### config.mk
export PLATFORM = sky130hd
export DESIGN_NAME = mux_rr_arbiter
export DESIGN_NICKNAME = d
export VERILOG_FILES = /design/src/rtl/mux_arb_pkg.sv /design/src/rtl/mux_rr_pick.sv /design/src/rtl/mux_rr_arbiter.sv
export SDC_FILE = /design/constraint.sdc
export NUM_CORES = 1
export LEC_CHECK = 0
export ABC_AREA = 1
export CORE_ASPECT_RATIO = 0.8
export CORE_MARGIN = 10
export CORE_UTILIZATION = 38
export DETAILED_ROUTE_END_ITERATION = 8
export HOLD_SLACK_MARGIN = 0.02
export PLACE_DENSITY = 0.81
export SETUP_SLACK_MARGIN = 0.5
export SYNTH_ARGS = -nofsm -noshare
export SYNTH_HDL_FRONTEND = slang
export SYNTH_SLANG_ARGS = --single-unit
### constraint.sdc
create_clock -name clk -period 2.5 [get_ports clk]
set_input_delay 0.25 -clock clk [delete_from_list [all_inputs] [get_ports clk]]
set_output_delay 0.25 -clock clk [all_outputs]
set_load 0.005 [all_outputs]
### src/rtl/mux_arb_pkg.sv
// Shared types and width helper for the round-robin mux arbiter.
package mux_arb_pkg;

   typedef enum logic {
      IDLE  = 1'b0,
      BURST = 1'b1
   } arb_state_t;

   // Width of a counter/index that must hold values 0..n-1; never narrower than 1 bit.
   function automatic int clog2w(input int n);
      return (n <= 2) ? 1 : $clog2(n);
   endfunction

endpackage

### src/rtl/mux_rr_pick.sv
// Combinational round-robin picker: rotate by ptr, take the lowest set bit, rotate back.
module mux_rr_pick
   import mux_arb_pkg::*;
#(
   parameter int N  = 4,
   parameter int IW = clog2w(N)
) (
   input  logic [N-1:0]  req,
   input  logic [IW-1:0] ptr,
   output logic [N-1:0]  pick,
   output logic [IW-1:0] idx,
   output logic          any
);

   localparam int SW = IW + 1;

   logic [N-1:0] rot;
   logic [SW-1:0] off;
   logic [SW-1:0] sum;

   always_comb begin
      rot  = N'({req, req} >> ptr);
      off  = '0;
      any  = 1'b0;
      for (int j = N - 1; j >= 0; j--) begin
         if (rot[j]) begin
            off = SW'(j);
            any = 1'b1;
         end
      end
      // off + ptr is below 2N, so one conditional subtract is a full modulo N
      sum = off + SW'(ptr);
      if (sum >= SW'(N)) sum = sum - SW'(N);
      idx  = sum[IW-1:0];
      pick = '0;
      pick[idx] = any;
   end

endmodule

### src/rtl/mux_rr_arbiter.sv
// Burst round-robin arbiter driving an N:1 valid/ready mux; grant held until last or beat cap.
module mux_rr_arbiter
   import mux_arb_pkg::*;
#(
   parameter int N         = 4,
   parameter int W         = 8,
   parameter int MAX_BURST = 16,
   parameter int IW        = clog2w(N),
   parameter int CW        = clog2w(MAX_BURST + 1)
) (
   input  logic            clk,
   input  logic            rst,
   input  logic [N-1:0]    req,
   input  logic [N*W-1:0]  in_data,
   input  logic [N-1:0]    in_valid,
   input  logic [N-1:0]    in_last,
   output logic [N-1:0]    in_ready,
   output logic [W-1:0]    out_data,
   output logic            out_valid,
   output logic            out_last,
   input  logic            out_ready,
   output logic [N-1:0]    gnt,
   output logic [IW-1:0]   gnt_idx,
   output logic            busy,
   output arb_state_t      dbg_state,
   output logic [IW-1:0]   dbg_ptr,
   output logic [CW-1:0]   dbg_cnt
);

   // Handshake: a beat moves on a cycle where out_valid && out_ready; the source keeps
   // data/last stable while valid is high and ready is low. Only the granted lane sees ready.

   arb_state_t    state, state_nx;
   logic [N-1:0]  gnt_nx;
   logic [IW-1:0] idx_nx;
   logic [IW-1:0] ptr, ptr_nx;
   logic [CW-1:0] cnt, cnt_nx;

   logic [N-1:0]  pick;
   logic [IW-1:0] pick_idx;
   logic          pick_any;
   logic          xfer;
   logic          done;

   mux_rr_pick #(.N(N), .IW(IW)) u_pick (
      .req  (req),
      .ptr  (ptr),
      .pick (pick),
      .idx  (pick_idx),
      .any  (pick_any)
   );

   always_comb begin
      out_data  = '0;
      out_valid = 1'b0;
      out_last  = 1'b0;
      in_ready  = '0;
      if (state == BURST) begin
         out_data  = in_data[gnt_idx*W +: W];
         out_valid = in_valid[gnt_idx];
         out_last  = in_last[gnt_idx] | (cnt == CW'(MAX_BURST - 1));
         in_ready[gnt_idx] = out_ready;
      end
   end

   assign xfer = out_valid & out_ready;
   // Natural/forced last on a transfer, or the owner walked away without a pending beat
   assign done = (state == BURST) &
                 ((xfer & out_last) | (~req[gnt_idx] & ~in_valid[gnt_idx]));

   always_comb begin
      state_nx = state;
      gnt_nx   = gnt;
      idx_nx   = gnt_idx;
      ptr_nx   = ptr;
      cnt_nx   = cnt;
      case (state)
         IDLE: begin
            if (pick_any) begin
               state_nx = BURST;
               gnt_nx   = pick;
               idx_nx   = pick_idx;
               cnt_nx   = '0;
            end
         end
         BURST: begin
            if (xfer) cnt_nx = cnt + CW'(1);
            if (done) begin
               state_nx = IDLE;
               gnt_nx   = '0;
               ptr_nx   = (gnt_idx == IW'(N - 1)) ? '0 : gnt_idx + IW'(1);
            end
         end
         default: state_nx = IDLE;
      endcase
   end

   always_ff @(posedge clk) begin
      if (rst) begin
         state   <= IDLE;
         gnt     <= '0;
         gnt_idx <= '0;
         ptr     <= '0;
         cnt     <= '0;
      end else begin
         state   <= state_nx;
         gnt     <= gnt_nx;
         gnt_idx <= idx_nx;
         ptr     <= ptr_nx;
         cnt     <= cnt_nx;
      end
   end

   assign busy      = (state == BURST);
   assign dbg_state = state;
   assign dbg_ptr   = ptr;
   assign dbg_cnt   = cnt;

endmodule

Word-level counts from Yosys, hierarchy flattened

Index checks and enable logic that the tools add are counted.

Register bits after elaboration: 14
Output and inout port bits: 29
Bits of input ports: 47
Logic and storage cells: 71

Equal/unequal tests: 5
Add/sub/neg operators: 4
Bitwise logic cells: 11
Mux-type cells: 33
Reductions and logical operators: 6
Shifts and indexed selects: 2
Order comparisons: 5

Operators by type and width:

| kind                                                        | number |
|---|---|
| indexed part select 32 x 6 -> 8 bit                         | 1 |
| 2-to-1 mux 1 bit                                            | 13 |
| 2-to-1 mux 2 bit                                            | 6 |
| 2-to-1 mux 4 bit                                            | 3 |
| 2-to-1 mux 5 bit                                            | 2 |
| case mux 5 bit (2 select lines)                             | 1 |
| AND 4 bit                                                   | 2 |
| 2-to-1 mux 8 bit                                            | 1 |
| case mux 4 bit (2 select lines)                             | 1 |
| AND reduction 2 bit                                         | 4 |
| right shift 8 x 2 -> 4 bit                                  | 1 |
| binary-select mux 1 bit (select 2 bit)                      | 3 |
| less-than comparator 2 x 3 -> 1 bit (second input constant) | 2 |
| adder 5 x 1 -> 5 bit (second input constant)                | 1 |
| equality test 5 x 4 -> 1 bit (second input constant)        | 1 |
| AND 1 bit                                                   | 4 |
| demux 1 bit (select 2 bit)                                  | 2 |
| >= comparator 2 x 1 -> 1 bit (second input constant)        | 2 |
| != test 2 x 1 -> 1 bit (second input constant)              | 2 |
| adder 2 x 2 -> 3 bit                                        | 1 |
| >= comparator 3 bit (second input constant)                 | 1 |
| inverter 1 bit                                              | 3 |
| adder 2 x 1 -> 2 bit (second input constant)                | 1 |
| equality test 2 bit (second input constant)                 | 1 |
| other kinds (5)                                             | 7 |

Depth between registers and ports, before layout

Gate-level depths: netlist of run 1.

Depth after elaboration: 15
Gate-level depth with buffers: 14
Gate-level depth less buffers: 14

Cells and area by module

Synthesis of run 1 repeated with hierarchy kept, for this count alone.

Cells, all modules: 225
Area total of the unflattened synthesis: 1,376.3 um^2

Modules (own cells, without submodules):

| module         | instances | cells an instance | seq. area each (um^2) | area an instance (um^2) |
|---|---|---|---|---|
| mux_rr_arbiter | 1         | 181               | 280.3                 | 1,102.3 |
| mux_rr_pick    | 1         | 44                | 0.0                   | 274.0 |

Worst setup path before layout of run 1

Ideal clock, no wire load.

Kind: register to register
Start: register ptr[0], in the netlist dbg_ptr[0]
End: register gnt[0]
Stages on the path, launching flop included: 15
Library setup time: 0.070 ns
Setup slack: 0.708 ns
Data required time: 2.430 ns
Arrival: 1.722 ns
Period minus slack after synthesis: 1.792 ns
Path buffers: 0
Cells stage by stage: dfxtp_1 -> inv_2 -> nand2_1 -> nand3_1 -> nand2_2 -> nand3_1 -> a21boi_0 -> ha_1 -> xor2_1 -> inv_1 -> nand3_1 -> nand2_1 -> inv_1 -> nand2_1 -> a21oi_1

Word-level cells in the longest chain between the ends: 15
Elaborated cells between the ends (all ways): 23
Those cells by class: add/sub (2); order compare (3); eq/ne (1); shift (1); mux (13); bitwise (1); reduce/logical (2)

RTL lines:

| item                                                                                                      | RTL line              | RTL |
|---|---|---|
| from (decl)                                                                                               | mux_rr_arbiter.sv:36  | `logic [IW-1:0] ptr, ptr_nx;` |
| from (signal assigned)                                                                                    | mux_rr_arbiter.sv:109 | `ptr <= ptr_nx;` |
| right shift 8 x 2 -> 4 bit                                                                                | mux_rr_pick.sv:22     | `rot = N'({req, req} >> ptr);` |
| 2-to-1 mux 2 bit (4 in series)                                                                            | mux_rr_pick.sv:26     | `if (rot[j]) begin` |
| adder 2 x 2 -> 3 bit                                                                                      | mux_rr_pick.sv:32     | `sum = off + SW'(ptr);` |
| >= comparator 3 bit or subtractor 2 x 1 -> 2 bit (tied branches)                                          | mux_rr_pick.sv:33     | `if (sum >= SW'(N)) sum = sum - SW'(N);` |
| 2-to-1 mux 2 bit                                                                                          | mux_rr_pick.sv:33     |  |
| less-than comparator 2 x 3 -> 1 bit (not written as such) or >= comparator 2 x 1 -> 1 bit (tied branches) | mux_rr_pick.sv:36     | `pick[idx] = any;` |
| logical AND 1 bit (not written as such)                                                                   | mux_rr_pick.sv:36     |  |
| 2-to-1 mux 1 bit (not written as such)                                                                    | mux_rr_pick.sv:36     |  |
| demux 1 bit (select 2 bit)                                                                                | --                    |  |
| AND 4 bit (no line)                                                                                       | --                    |  |
| 2-to-1 mux 4 bit                                                                                          | mux_rr_arbiter.sv:79  | `if (pick_any) begin` |
| case mux 4 bit (2 select lines)                                                                           | mux_rr_arbiter.sv:77  | `case (state)` |
| to (signal assigned)                                                                                      | mux_rr_arbiter.sv:107 | `gnt <= gnt_nx;` |
| to (decl)                                                                                                 | mux_rr_arbiter.sv:22  | `output logic [N-1:0] gnt,` |

Several ways; a longest one is shown, not always the timed one. The select of a mux whose other input is x is not followed.
A chain may end at the register's enable or synchronous reset.

Worst setup path after layout of run 1

Start: register gnt_idx[0]
End: output out_valid

Word-level cells in the longest chain between the ends: 3

RTL lines:

| item                                   | RTL line              | RTL |
|---|---|---|
| from (decl)                            | mux_rr_arbiter.sv:23  | `output logic [IW-1:0] gnt_idx,` |
| from (signal assigned)                 | mux_rr_arbiter.sv:108 | `gnt_idx <= idx_nx;` |
| binary-select mux 1 bit (select 2 bit) | mux_rr_arbiter.sv:60  | `out_valid = in_valid[gnt_idx];` |
| 2-to-1 mux 1 bit (not written as such) | mux_rr_arbiter.sv:60  |  |
| 2-to-1 mux 1 bit                       | mux_rr_arbiter.sv:58  | `if (state == BURST) begin` |
| to (decl)                              | mux_rr_arbiter.sv:19  | `output logic out_valid,` |

Every way passes these cells. The select of a mux whose other input is x is not followed.

==> metrics.yaml, run 1 <==
outcome: "finished clean"
use_met2: 0.234
critPathLaunchType: "flip-flop"
routed-via-count: 1656
slowest_delay_ns: 0.54
yosysWarnings: 0
viasPerCell: 4.91
r2r_end: "gnt[0]"
first_pass_iters: 4
gp_congestion: 0.873
slew_viol_final: 0
min_path_type: "reg -> reg"
cp-end-kind: "output port"
synth.net_count: 272
cp_max_fo: 10
period_needed_ns: 1.99
fill_cells: 295
cp_num_buf_inv: 2
ant_nets: 0
yosysUniqueCellTypes: 25
clk_path_buf_depth: 2
clkLatencyLatePin_ns: 0.25
crit_chain: "buf_4 -> nand2_1 -> nand3_1 -> nand2_1 -> nor2_1 -> clkdlybuf4s50_1"
area_growth_pct: 75.8
rows: 18
p_leak_uw: 0.00101
tns_ns: 0
hold_viol_final: 0
cpMaxStageDelayCell: "clkdlybuf4s50_1"
critical_path_arrival_ns: 1.74
max_freq_mhz: 502
p_comb_frac: 0.708
cts_buffers: 3
p_int_uw: 1130
power_frac_clock: 0.105
cpMostUsedCell: "nand2_1"
period_share: 0.796
p_switching_uw: 995
io_pins: 76
dp.cells: 327
initial_core_util: 0.406
timing.final.setup_violations: 0
antenna_found_initial: 0
hold_path_startpoint: "dbg_cnt[4]"
cts_sinks: 14
skew_ns: 0.00112
finalNonFillerCells: 337
reg2reg_slack_ns: 0.65
worst_pin_slew_ns: 0.367
drv_cap: 0
die_w_um: 84.9
ys_ff_latch: 14
reg2reg_from: "dbg_ptr[0]"
io_buffers: 75
use_met1: 0.192
htreeDepth: 1
synth_area_um2: 1280
cts_hold_buf: 0
syn_inst: 218
slew-limit-headroom: 0.754
grt_usage: 0.148
rr_worst_depth: 14
antenna_cells: 0
crit_family: "buffers and inverters"
path_class: "reg -> out"
core_um2: 3150
yosysSeqAreaShare: 0.219
hpwlAfterDp_um: 3640
first_global_vias: 1546
layout_common_cells: "clkdlybuf4s50_1 (66), nor2_1 (48), nand2_1 (31), o21ai_0 (21), a21oi_1 (19)"
seqPwrFrac: 0.187
cts_root_buf: "clkbuf_8"
grt_use_met3: 0.0497
multiInputGateArea_um2: 908
wl_per_cell_um: 14.7
cp.required_ns: 2.25
tritoncts: "built"
grt_busiest_layer: "met2"
holdPathEnd: "dbg_cnt[4]"
drive_above_1_share: 0.175
swShare: 0.469
routed_wl_um: 4940
rsz0062_at_grt: "yes"
grt_pass1_wl_um: 7700
die_h_um: 71.9
grt_overflow: 0
seqCellArea_um2: 294
final_common_cell: "clkdlybuf4s50_1"
fp.dieArea_um2: 6100
powerDensity_nw_per_um2: 944
nets: 352
whs_path_depth: 2
drc: 0
vdd_drop_max_uv: 552
syn_avg_cell_area_um2: 5.87
path_clk_slew_ns: 0.06
grt_start_max_net_pins: 26
first_iter_violations: 109
sequential cells by signal, summed over array words and instances (netlist names):
name,flops
gnt,4
dbg_cnt,5
busy,1
gnt_idx,2
dbg_ptr,2
cells in the mapped netlist:
cell / instances / share of area
nor2_1: 48 / 0.14
nand2_1: 35 / 0.10
o21ai_0: 21 / 0.082
a21oi_1: 20 / 0.078
nand3_1: 20 / 0.078
inv_1: 18 / 0.053
dfxtp_1: 14 / 0.22
ha_1: 7 / 0.068
inv_2: 5 / 0.015
nand2_2: 5 / 0.024
nor2_2: 4 / 0.020
buf_1: 3 / 0.0088
buf_2: 3 / 0.012
buf_4: 2 / 0.012
o21ai_1: 2 / 0.0078
xor2_1: 2 / 0.014
a211oi_2: 1 / 0.0098
a21boi_0: 1 / 0.0059
clkbuf_1: 1 / 0.0029
nand2_4: 1 / 0.0088
nand3_2: 1 / 0.0078
nand3b_1: 1 / 0.0059
o211ai_1: 1 / 0.0059
o21ai_4: 1 / 0.013
or2_1: 1 / 0.0049
per-stage QoR:
| stage | setup WS (ns) | cell area (µm²) | util | hold slack [ns] | power, µW |
|---|---|---|---|---|---|
| 3_5_place_dp | 0.310 | 2060 | 0.652 | 0.473 | 1740 |
| 4_1_cts | 0.453 | 2140 | 0.680 | 0.486 | 1990 |
| 5_1_grt | 0.403 | 2250 | 0.713 | 0.495 | 2330 |
| 6_report | 0.509 | 2250 | 0.713 | 0.491 | 2120 |
| 3_3_place_gp | 0.371 | 2060 | 0.652 | 0.474 | 1730 |
| 2_1_floorplan | 0.708 | 1280 | - | 0.468 | 1190 |
worst max path at each step:
| stage | startpoint | end | slack (ns) | cells past startpoint |
|---|---|---|---|---|
| after floorplan | dbg_ptr[0] | gnt[0] | 0.71 | 14 |
| after global placement | req[2] | gnt[1] | 0.37 | 13 |
| after detailed placement | req[1] | gnt[1] | 0.31 | 14 |
| after CTS | gnt_idx[0] | out_valid | 0.45 | 6 |
| after global routing | gnt_idx[0] | out_valid | 0.40 | 6 |
| final | gnt_idx[0] | out_valid | 0.51 | 6 |
timing repair:
action                     CTS  global route
setup endpoints to repair   14            17
pin swaps                    0             6
cloned                       0             1
setup buffers                3             2
resized for setup            7            31
cell type report:
type	count	share of cell area
Timing Repair inverter	1	0.00334
Tap cell	40	0.0223
Timing Repair Buffer	83	0.372
Sequential cell	14	0.131
Multi-Input combinational cell	172	0.404
Inverter	23	0.0428
Clock buffer	4	0.0245
layer usage:
metal | vias up | share of wire
met5 | - | 0
met4 | 0 | 0.0034
met3 | 4 | 0.069
met2 | 53 | 0.46
met1 | 739 | 0.46
li1 | 860 | -
worst register-to-register path, stage by stage, from the launching register on:
cell      delay (ns)
dfxtp_4         0.39
inv_2           0.07
nand2_2         0.09
nand3_2         0.07
nand2_2         0.10
nand3_1         0.08
a21boi_1        0.16
ha_2            0.21
xor2_2          0.15
inv_1           0.07
nand3_2         0.07
nand2_2         0.07
inv_2           0.06
nand2_1         0.06
a21oi_2         0.13
power by group through the flow:
stage | combinational (µW) | clock (µW) | sequential, µW
after CTS | 1400 | 223 | 367
final | 1500 | 222 | 397
after floorplan | 812 | 0 | 374
after detailed placement | 1380 | 0 | 366
after global placement | 1360 | 0 | 364
after global routing | 1680 | 237 | 408
logic make-up (layout without fill, tap and decap cells):
family,count (synthesis),after routing,synth area share
adder cells (fa/ha/maj),7,7,0.0685
flip-flops,14,14,0.219
AO/OA/AOI/OAI,47,47,0.203
AND/OR/NAND/NOR,116,116,0.393
XOR/XNOR,2,2,0.0137
buffers and inverters,32,111,0.103
No activity file was read; power rests on OpenSTA's default activity.
==> inputs of run 2 (changes only) <==
- clock period: 2.5 -> 2 ns (I/O delays scaled with it)
==> metrics.yaml, run 2 (synthesis gave the netlist of run 1 again) <==
first_pass_iters: 4  # unchanged
path_class: "reg -> out"
hold_viol_final: 0  # unchanged
period_needed_ns: 1.76
finalNonFillerCells: 362  # +7.4%
power_frac_clock: 0.080  # -0.025
routed-via-count: 1872  # +13%
setup_slack_ns: 0.235  # -0.274 ns
routed_wl_um: 6430  # +30%
gp_congestion: 0.876  # +0.29%
cpMaxStageDelayCell: "dfxtp_4"
rr_worst_depth: 14  # unchanged
dp.cells: 335  # +2.4%
ant_nets: 0  # unchanged
slew-limit-headroom: 0.634  # -0.121
swShare: 0.475  # +0.00627
grt_overflow: 0  # unchanged
layout_common_cells: "clkdlybuf4s50_1 (54), nor2_1 (37), nand2_1 (28), buf_4 (19)"
critPathLaunchType: "flip-flop"
grt_usage: 0.171  # +0.0238
core_um2: 3150  # unchanged
p_switching_uw: 1650  # +66%
antenna_cells: 0  # unchanged
area_growth_pct: 108
outcome: "finished clean"
htreeDepth: 1  # unchanged
dp_slack_ns: -0.0631  # -0.373 ns
p_leak_uw: 0.00118  # +17%
tritoncts: "built"
die_w_um: 84.9  # unchanged
drive_above_1_share: 0.366  # +0.191
cp.required_ns: 1.80  # -0.45 ns
nets: 377  # +7.1%
max_freq_mhz: 567
crit_chain: "buf_12 -> buf_16 -> buf_12 -> nor2_1 -> nor2_1 -> o21ai_1 -> a21oi_1 -> buf_2"
drc: 0  # unchanged
fp.dieArea_um2: 6100  # unchanged
initial_core_util: 0.406  # unchanged
slowest_delay_ns: 0.40  # -0.14 ns
largest_reg_flops: 5  # unchanged
powerDensity_nw_per_um2: 1310  # +38%
path_clk_slew_ns: 0.06  # about the same
placed_area_um2: 2130  # +3.5%
cts_sinks: 14  # unchanged
rows: 18  # unchanged
clkLatencyLatePin_ns: 0.25  # about the same
worst_pin_slew_ns: 0.549  # +0.182 ns
fill_cells: 183  # -38%
critical_path_arrival_ns: 1.56  # -0.18 ns
grt_start_max_net_pins: 26  # unchanged
cts_buffers: 3  # unchanged
antenna_found_initial: 0  # unchanged
tns_ns: 0  # unchanged
skew_ns: 0.00806  # +0.00694 ns
cts_root_buf: "clkbuf_8"
wl_per_cell_um: 17.8  # +21%
period_share: 0.882
io_buffers: 75  # unchanged
viasPerCell: 5.17  # +5.2%
cp-end-kind: "output port"
drv_cap: 0  # unchanged
min_path_type: "reg -> reg"
fin_util: 0.844  # +0.131
rsz0062_at_grt: "yes"
slew_viol_final: 0  # unchanged
first_global_vias: 1813  # +17%
timing.final.setup_violations: 0  # unchanged
cts_hold_buf: 0  # unchanged
seqPwrFrac: 0.143  # -0.044
clk_path_buf_depth: 2  # unchanged
whs_path_depth: 2  # unchanged
p_comb_frac: 0.777  # +0.069
hpwlAfterDp_um: 3730  # +2.4%
p_int_uw: 1830  # +62%
first_iter_violations: 125  # +15%
io_pins: 76  # unchanged
vdd_drop_max_uv: 998  # +81%
grt_pass1_wl_um: 8910  # +16%
cp_max_fo: 4  # -6
die_h_um: 71.9  # unchanged
final_common_cell: "clkdlybuf4s50_1"
final_area_um2: 2660  # +18%
[run 2: cell count changes in the layout (fill, tap and decap cells not counted), sizes merged, moves of 2 or more]
| cell | change |
|---|---|
| clkbuf | +3 |
| buf | +35 |
| dlygate4sd2 | +4 |
| dlymetal6s2s | -6 |
| clkinvlp | -2 |
| clkdlybuf4s50 | -12 |
[run 2: power by group through the flow]
stage	clock network, µW	registers, µW	logic (µW)
after global routing	301	506	2910
after detailed placement	0	453	1830
after floorplan	0	474	1030
after CTS	278	474	2240
after global placement	0	450	1820
final	279	496	2700
[run 2: path summary, 6_finish.rpt]
| kind | from | to | slack (ns) |
|---|---|---|---|
| max | gnt_idx[0] | out_data[0] | 0.24 |
| min | gnt[0] | gnt[0] | 0.49 |
| max reg2reg | dbg_ptr[0] | gnt[0] | 0.25 |
| min reg2reg | gnt[0] | gnt[0] | 0.49 |
[run 2: cell type report]
cell class | instances | area (µm²) | share of cell area
multi-input combinational | 173 | 1090 | 0.410
timing repair buffer | 107 | 1030 | 0.388
sequential | 14 | 298 | 0.112
inverter | 23 | 124 | 0.0465
clock buffer | 4 | 55.1 | 0.0207
tap | 40 | 50.0 | 0.0188
timing repair inverter | 1 | 11.3 | 0.00423
[run 2: metrics by stage]
step	power, µW	hold WS [ns]
after floorplan	1510	0.468
final	3480	0.491
after detailed placement	2280	0.481
after CTS	2990	0.485
after global routing	3710	0.523
after global placement	2270	0.463
[run 2: worst max-delay path: cells and delay by family, from the launching register on]
family / cells / cell delay (ns)
AOI/OAI and AO/OA: 2 / 0.25
and+or+nand+nor: 2 / 0.15
buffers and inverters: 4 / 0.51
DFF: 1 / 0.40
[run 2: timing repair]
action / 4_1_cts / 5_1_grt
buffers inserted: 14 / 5
endpoints found under the setup margin: 30 / 30
gates cloned: 2 / 2
gates resized for setup: 86 / 73
pin swaps: 22 / 27
[run 2: routing by layer]
| metal | part of all wire | global-route usage | up-vias |
|---|---|---|---|
| li1 | - | - | 920 |
| met1 | 0.41 | 0.201 | 862 |
| met2 | 0.51 | 0.315 | 78 |
| met3 | 0.062 | 0.0429 | 12 |
| met4 | 0.021 | 0.0201 | 0 |
| met5 | 0 | 0 | - |
==> inputs of run 3 (changes only) <==
- CORE_UTILIZATION: 38 -> 62
- DONT_BUFFER_PORTS: unset -> 1
- PLACE_DENSITY: 0.81 -> 0.78
==> metrics.yaml, run 3 (synthesis gave the netlist of run 1 again) <==
outcome: "complete, but fails checks"
violations: "negative hold slack"
die_w_um: 70.8  # -17%
critical_path_arrival_ns: 2.11  # +0.55 ns
hold_viol_final: 8  # +8
drv_cap: 0  # unchanged
max_freq_mhz: 530  # -6.4%
worst_pin_slew_ns: 0.332  # -0.217 ns
rr_worst_depth: 12  # -2
routed_wl_um: 5610  # -13%
htreeDepth: 1  # unchanged
grt_pass1_wl_um: 7330  # -18%
tns_ns: 0  # unchanged
p_leak_uw: 0.000731  # -38%
period_share: 0.943  # +0.0605
largest_reg_flops: 5  # unchanged
grt_start_max_net_pins: 24  # -7.7%
slew-limit-headroom: 0.777  # +0.143
core_um2: 1930  # -39%
initial_core_util: 0.664  # +0.258
timing.final.setup_violations: 0  # unchanged
min_path_type: "in -> reg"
die_h_um: 60.6  # -16%
slew_viol_final: 0  # unchanged
first_pass_iters: 5  # +1
tritoncts: "built"
critPathLaunchType: "flip-flop"
hold_path_startpoint: "rst"
area_growth_pct: 38.2
first_iter_violations: 193  # +54%
gp_congestion: 0.947  # +8.1%
drc: 0  # unchanged
ant_nets: 0  # unchanged
cp_max_fo: 8  # +4
r2r_end: "gnt_idx[1]"
crit_chain: "nand2_1 -> nand3_2 -> nand2_2 -> buf_4 -> buf_6 -> buf_4 -> buf_6 -> nand2_8 -> nor2_4 -> nor2_4 -> o21ai_0 -> a21oi_1"
rows: 14  # -4
crit_family: "simple AND/OR/NAND/NOR gates"
cpMaxStageDelayCell: "dfxtp_4"
cp-startpoint: "dbg_ptr[0]"
viasPerCell: 6.61  # +28%
cts_root_buf: "clkbuf_4"
cp_num_buf_inv: 4  # unchanged
clk_path_buf_depth: 2  # unchanged
hpwlAfterDp_um: 3170  # -15%
fp.dieArea_um2: 4290  # -30%
holdPathEnd: "gnt[1]"
period_needed_ns: 1.89  # +0.121 ns
grt_overflow: 0  # unchanged
cp.required_ns: 2.23  # +0.43 ns
grt_usage: 0.208  # +0.0372
reg2reg_from: "dbg_ptr[0]"
final_common_cell: "nor2_1"
skew_ns: 0.00941  # +0.00135 ns
routed-via-count: 1711  # -8.6%
io_buffers: 0  # -100%
dp_slack_ns: 0.130  # +0.193 ns
layout_common_cells: "nor2_1 (37), nand2_1 (26), nand3_1 (15), inv_1 (14), o21ai_1 (13)"
drive_above_1_share: 0.409  # +0.0421
whs_path_depth: 1  # -1
wl_per_cell_um: 21.7  # +22%
nets: 290  # -23%
clkLatencyLatePin_ns: 0.31  # +0.06 ns
rsz0062_at_grt: "yes"
cts_buffers: 3  # unchanged
antenna_cells: 0  # unchanged
reg2reg_slack_ns: 0.11  # -0.14 ns
first_global_vias: 1441  # -21%
setup_slack_ns: 0.114  # -0.121 ns
powerDensity_nw_per_um2: 1630  # +25%
antenna_found_initial: 0  # unchanged
vdd_drop_max_uv: 1100  # +10%
slowest_delay_ns: 0.43  # +0.03 ns
path_class: "reg -> reg"
io_pins: 76  # unchanged
cp-end-kind: "flip-flop"
cts_sinks: 14  # unchanged
holdWs_ns: -0.0672  # -0.558 ns
path_clk_slew_ns: 0.10  # +0.04 ns
==> run 3: routing by layer <==
layer	global-route usage	wire length (µm)	share of wire
met4	0.0689	411	0.073
met2	0.355	2530	0.45
met1	0.236	1870	0.33
met5	0	0	0
met3	0.0848	797	0.14
==> run 3: power breakdown <==
group | internal (µW) | switching (µW)
combinational | 835 | 1270
clock | 111 | 118
sequential | 384 | 160
total | 1330 | 1550
==> run 3: layout make-up <==
cell class	count	area [µm²]
Multi-Input combinational cell	173	1070
Sequential cell	14	304
Timing Repair Buffer	21	226
Fill cell	81	160
Inverter	23	95.1
Clock buffer	4	36.3
Tap cell	24	30.0
==> run 3: metrics by stage <==
stage,total power [µW],util,cell area [µm²],hold slack [ns],cells
2_1_floorplan,1510,-,1290,0.468,218
5_1_grt,3050,0.917,1770,-0.0907,259
6_report,2880,0.917,1770,-0.0672,259
4_1_cts,2290,0.784,1510,-0.0379,252
3_5_place_dp,1790,0.686,1320,0.274,239
3_3_place_gp,1740,0.686,1320,0.271,239
==> run 3: worst max path at each step <==
| stage | endpoint | depth (start not counted) |
|---|---|---|
| 2_1_floorplan | gnt[0] | 14 |
| 3_3_place_gp | gnt[0] | 14 |
| 3_5_place_dp | gnt[0] | 14 |
| 4_1_cts | gnt[0] | 14 |
| 5_1_grt | gnt[0] | 13 |
| 6_report | gnt_idx[1] | 12 |
==> run 3: what timing repair did <==
action / CTS / global route
hold endpoints to repair: 8 / 8
pin swaps: 16 / 23
setup buffers: 6 / 6
resized for setup: 31 / 61
endpoints found under the setup margin: 25 / 28
cloned: 3 / 1
